===== src/rtl/stage5_sp4_encoder.sv =====
// SP4 field inserter and word serialiser: patches SP4 into a type-specific slice of the
// message image and streams the result MSW-first over a valid/ready interface.
module stage5_sp4_encoder #(
    parameter int                MSG_BITS     = 256,
    parameter int                WORD_BITS    = 32,
    parameter int                SP4_BITS     = 32,
    parameter int                A_SP4_LSB    = 64,
    parameter int                D_SP4_LSB    = 96,
    parameter int                K_SP4_LSB    = 128,
    parameter logic [1:0]        MUX_A        = 2'd1,
    parameter logic [1:0]        MUX_D        = 2'd2,
    parameter logic [1:0]        MUX_K        = 2'd3,
    parameter logic [SP4_BITS-1:0] DEFAULT_INFO = '0
) (
    input  logic                 clk,
    input  logic                 rst,
    input  logic                 message_en,
    input  logic                 in_valid,
    output logic                 in_ready,
    input  logic [1:0]           in_mux_control,
    input  logic [SP4_BITS-1:0]  in_sp4,
    input  logic [MSG_BITS-1:0]  in_body,
    output logic                 out_valid,
    input  logic                 out_ready,
    output logic [WORD_BITS-1:0] out_data,
    output logic                 out_last,
    output logic                 err_bad_type
);

    localparam int NWORDS = MSG_BITS / WORD_BITS;
    localparam int CNT_W  = (NWORDS > 1) ? $clog2(NWORDS) : 1;
    localparam logic [CNT_W-1:0] LAST_IDX = CNT_W'(NWORDS - 1);

    typedef enum logic {IDLE, SEND} state_t;

    state_t                state_q, state_d;
    logic [MSG_BITS-1:0]   shift_q, shift_d;
    logic [CNT_W-1:0]      cnt_q, cnt_d;
    logic                  in_ready_q, in_ready_d;
    logic                  out_valid_q, out_valid_d;
    logic                  out_last_q, out_last_d;
    logic                  err_q, err_d;

    logic [SP4_BITS-1:0]   sp4_val;
    logic [MSG_BITS-1:0]   body_ins;
    logic                  type_ok;

    always_comb begin
        sp4_val  = message_en ? in_sp4 : DEFAULT_INFO;
        body_ins = in_body;
        type_ok  = 1'b1;
        case (in_mux_control)
            MUX_A:   body_ins[A_SP4_LSB +: SP4_BITS] = sp4_val;
            MUX_D:   body_ins[D_SP4_LSB +: SP4_BITS] = sp4_val;
            MUX_K:   body_ins[K_SP4_LSB +: SP4_BITS] = sp4_val;
            default: type_ok = 1'b0;
        endcase
    end

    always_comb begin
        state_d     = state_q;
        shift_d     = shift_q;
        cnt_d       = cnt_q;
        in_ready_d  = in_ready_q;
        out_valid_d = out_valid_q;
        out_last_d  = out_last_q;
        err_d       = 1'b0;
        case (state_q)
            IDLE: begin
                if (in_valid && in_ready_q) begin
                    if (type_ok) begin
                        shift_d     = body_ins;
                        cnt_d       = '0;
                        state_d     = SEND;
                        in_ready_d  = 1'b0;
                        out_valid_d = 1'b1;
                        out_last_d  = (LAST_IDX == '0);
                    end else begin
                        err_d = 1'b1;
                    end
                end
            end
            SEND: begin
                if (out_ready) begin
                    shift_d = shift_q << WORD_BITS;
                    cnt_d   = cnt_q + CNT_W'(1);
                    if (out_last_q) begin
                        state_d     = IDLE;
                        in_ready_d  = 1'b1;
                        out_valid_d = 1'b0;
                        out_last_d  = 1'b0;
                    end else begin
                        out_last_d = ((cnt_q + CNT_W'(1)) == LAST_IDX);
                    end
                end
            end
            default: state_d = IDLE;
        endcase
    end

    always_ff @(posedge clk or posedge rst) begin
        if (rst) begin
            state_q     <= IDLE;
            shift_q     <= '0;
            cnt_q       <= '0;
            in_ready_q  <= 1'b1;
            out_valid_q <= 1'b0;
            out_last_q  <= 1'b0;
            err_q       <= 1'b0;
        end else begin
            state_q     <= state_d;
            shift_q     <= shift_d;
            cnt_q       <= cnt_d;
            in_ready_q  <= in_ready_d;
            out_valid_q <= out_valid_d;
            out_last_q  <= out_last_d;
            err_q       <= err_d;
        end
    end

    assign in_ready     = in_ready_q;
    assign out_valid    = out_valid_q;
    assign out_last     = out_last_q;
    assign err_bad_type = err_q;
    assign out_data     = shift_q[MSG_BITS-1 -: WORD_BITS];

endmodule


===== config.mk =====
export PLATFORM = sky130hd
export DESIGN_NAME = stage5_sp4_encoder
export DESIGN_NICKNAME = d
export VERILOG_FILES = /design/src/rtl/stage5_sp4_encoder.sv
export SDC_FILE = /design/constraint.sdc
export NUM_CORES = 1
export LEC_CHECK = 0
export BUFFER_PORTS_ARGS = -buffer_cell sky130_fd_sc_hd__clkbuf_2
export CAP_MARGIN = 30
export CORE_MARGIN = 2
export CORE_UTILIZATION = 40
export DETAILED_ROUTE_END_ITERATION = 16
export PLACE_DENSITY_LB_ADDON = 0.25
export SYNTH_ARGS = -nofsm -noshare
export SYNTH_HDL_FRONTEND = slang
export SYNTH_SLANG_ARGS = --single-unit
export TNS_END_PERCENT = 20

===== constraint.sdc =====
create_clock -name clk -period 20.7 [get_ports clk]
set_input_delay 2.07 -clock clk [delete_from_list [all_inputs] [get_ports clk]]
set_output_delay 2.07 -clock clk [all_outputs]
set_load 0.01 [all_outputs]

==> results.yml <==
grt:
  track_usage_pct: 20.1
  grt.overflow.total: 0
  antenna_found_initial: 6
  grt_max_degree: 122
  grt_pass1_vias: 10200
  grt_pass1_wl_um: 57400
pwr:
  max-vdd-ir-drop_mv: 0.0566
  pwr-share-clk_pct: 47.4
  swShare_pct: 23.0
  p_int_uw: 880
  p_per_area_mw_per_mm2: 68.6
  comb_power_share_pct: 7.4
  power_frac_seq_pct: 45.2
  p_switching_uw: 263
  leakagePower_nw: 8.21
min_path:
  hold_class: "reg -> reg"
  hp-start: "shift_q[164]"
route:
  drc_errors: 0
  drt-total-wl_um: 37300
  viasPerCell: 5.27
  post_drt_wl_per_cell_um: 20.2
  drt-pass1-iter-count: 10
  ant_nets: 0
  drt_iter0_drc: 918
  vias: 9745
timing:
  fmax_mhz: 211
  finalMaxSlewViolations: 0
  tightest_slew_ns: 0.999
  slew_headroom_pct: 33.4
  skew_ns: 0.0124
  rsz0062_at_grt: "no"
  fin_crit_sh_pct: 22.9
  final-hold-violation-count: 0
  min_period_ns: 4.75
  setup_viol: 0
  finalSetupTns_ns: 0
setup_path:
  cp.required_ns: 21.13
  crit_path_end_kind: "flip-flop"
  worstSetupPathType: "in -> reg"
  reg2reg_from: "state_q"
  arrival_ns: 5.18
  startpoint: "in_mux_control[0]"
  startpoint_type: "input pin"
  rrSetupSlack_ns: 16.42
  crit_fanout: 121
flow_run:
  max-cap-violations: 0
place:
  dp_hpwl_um: 25200
  port-buffer-count: 330
  gp_congestion: 0.838
  placed_cells: 1787
logic_synthesis:
  synthSimpleGateAreaFrac_pct: 5.33
  syn_avg_cell_area_um2: 12.6
  synth_top_family_by_area: "multiplexers"
  ys_async_sr_fraction_pct: 100
  synth_xor_area_share_pct: 0.126
  netlist.area_leader.share_pct: 47.2
  ys_types: 39
  synth_seq_cells: 264
  synth_flop_cell: "dfrtp_1"
  synth-compound-area-share_pct: 9.89
  synth_mux_area_share_pct: 29.2
  syn-cell-area_mm2: 0.0140
  yosys.area.top_type: "dfrtp_1"
  syn-num-nets: 1405
  synth_area_leaders: "dfrtp_1, mux2_2, mux2_4"
  synth_fa_ha_area_share_pct: 0.179
  ys_seq_area_share_pct: 47.4
  synth.most_common_cell: "dfrtp_1"
  synth-edff-count: 0
  ys_warn_count: 0
  synth_common_cells: "dfrtp_1, mux2_2, inv_1"
  synth_cells: 1108
finish:
  drive_gt1_share_pct: 47.1
  layout.cells.non_filler: 1848
  nets: 1663
  area_delta_synth_final_pct: 19.4
floorplanning:
  die_area_mm2: 0.0364
  rows: 68
  die_w_um: 191
  die_y_um: 191
  start_util_pct: 40.5
  placeableCoreArea_mm2: 0.0345
  ios: 331
clock_network:
  numCtsBuffers: 31
  clock_latency_ns: 0.55
  cts_tree: "done"
  ctsHoldBuffers: 0
  clock_sinks: 264
  ctsResizeCount: 0
  htree_levels: 1
  clock-root-buffer: "clkbuf_16"
  clkTransAtPathRegs_ns: 0.06
  post-cts-setup-buffers: 0
  cts_buffer_depth: 3
status:
  status: "complete, no violations"
==> final cells by class <==
type	count	area [um^2]
clock inverter	15	135
antenna	3	7.51
tap	455	569
timing repair buffer	347	1840
clock buffer	42	877
sequential	264	6610
fill	3199	17800
multi-input combinational	623	6240
inverter	99	379
==> critical path, stage by stage <==
cell	delay, ns
clkbuf_2	0.21
o211ai_4	0.17
o21ai_4	0.15
buf_4	0.55
buf_12	0.66
buf_4	0.62
buf_12	0.31
mux2_1	0.34
==> layout by cell type, fill, tap and decap left out, types with 11 or more instances in the layout <==
cell	synthesis	routed
a222oi_1	93	93
a22o_1	32	32
buf_4	43	13
clkbuf_16	0	31
clkbuf_2	0	330
dfrtp_1	263	262
inv_1	99	98
mux2_1	12	12
mux2_2	182	182
mux2_4	63	63
mux2i_1	94	94
nand2_1	11	11
nor2b_1	96	96
==> state kept, by name, indices dropped and copies added (netlist names) <==
signal / count
state_q: 1
out_valid: 1
err_bad_type: 1
shift_q: 256
cnt_q: 3
in_ready: 1
out_last: 1
==> through the flow <==
stage / cell area (um^2) / setup slack [ns] / util [%] / hold WS [ns] / total power [mW]
after global placement: 15600 / 15.26 / 45.2 / 0.464 / 0.611
after floorplan: 14000 / 11.36 / - / 0.452 / 0.567
after CTS: 16600 / 15.92 / 48.2 / 0.485 / 1.16
after detailed placement: 15600 / 15.34 / 45.3 / 0.468 / 0.612
after global routing: 16700 / 15.78 / 48.3 / 0.496 / 1.19
final: 16700 / 15.95 / 48.3 / 0.481 / 1.14
==> cells by family after synthesis <==
logic type	Yosys count
compound gates	146
simple gates	122
fa+ha+maj	2
xor+xnor	2
buf+inv	221
flops	264
mux	351
==> routing by layer <==
metal / vias up / share of wire, % / GRT usage (%)
li1: 4510 / - / -
met1: 4841 / 41 / 25.5
met2: 334 / 48 / 33.7
met3: 54 / 9.0 / 5.65
met4: 6 / 1.8 / 4.80
met5: - / 0.11 / 0
==> final timing paths <==
path	endpoint	cells past startpoint
setup / recovery	shift_q[195]	8
hold / removal	shift_q[164]	1
setup reg to reg	shift_q[195]	7
hold reg to reg	shift_q[164]	1
max in group asynchronous	shift_q[215]	3
min in group asynchronous	shift_q[2]	2
==> power groups by stage <==
| stage | Combinational (mW) | Sequential (mW) | Clock, mW |
|---|---|---|---|
| global route | 0.0949 | 0.516 | 0.579 |
| CTS | 0.0875 | 0.516 | 0.556 |
| floorplan | 0.0416 | 0.526 | 0 |
| global placement | 0.0856 | 0.525 | 0 |
| detailed placement | 0.0869 | 0.525 | 0 |
| finish | 0.0850 | 0.516 | 0.541 |
(Power assumes the default switching activity.)
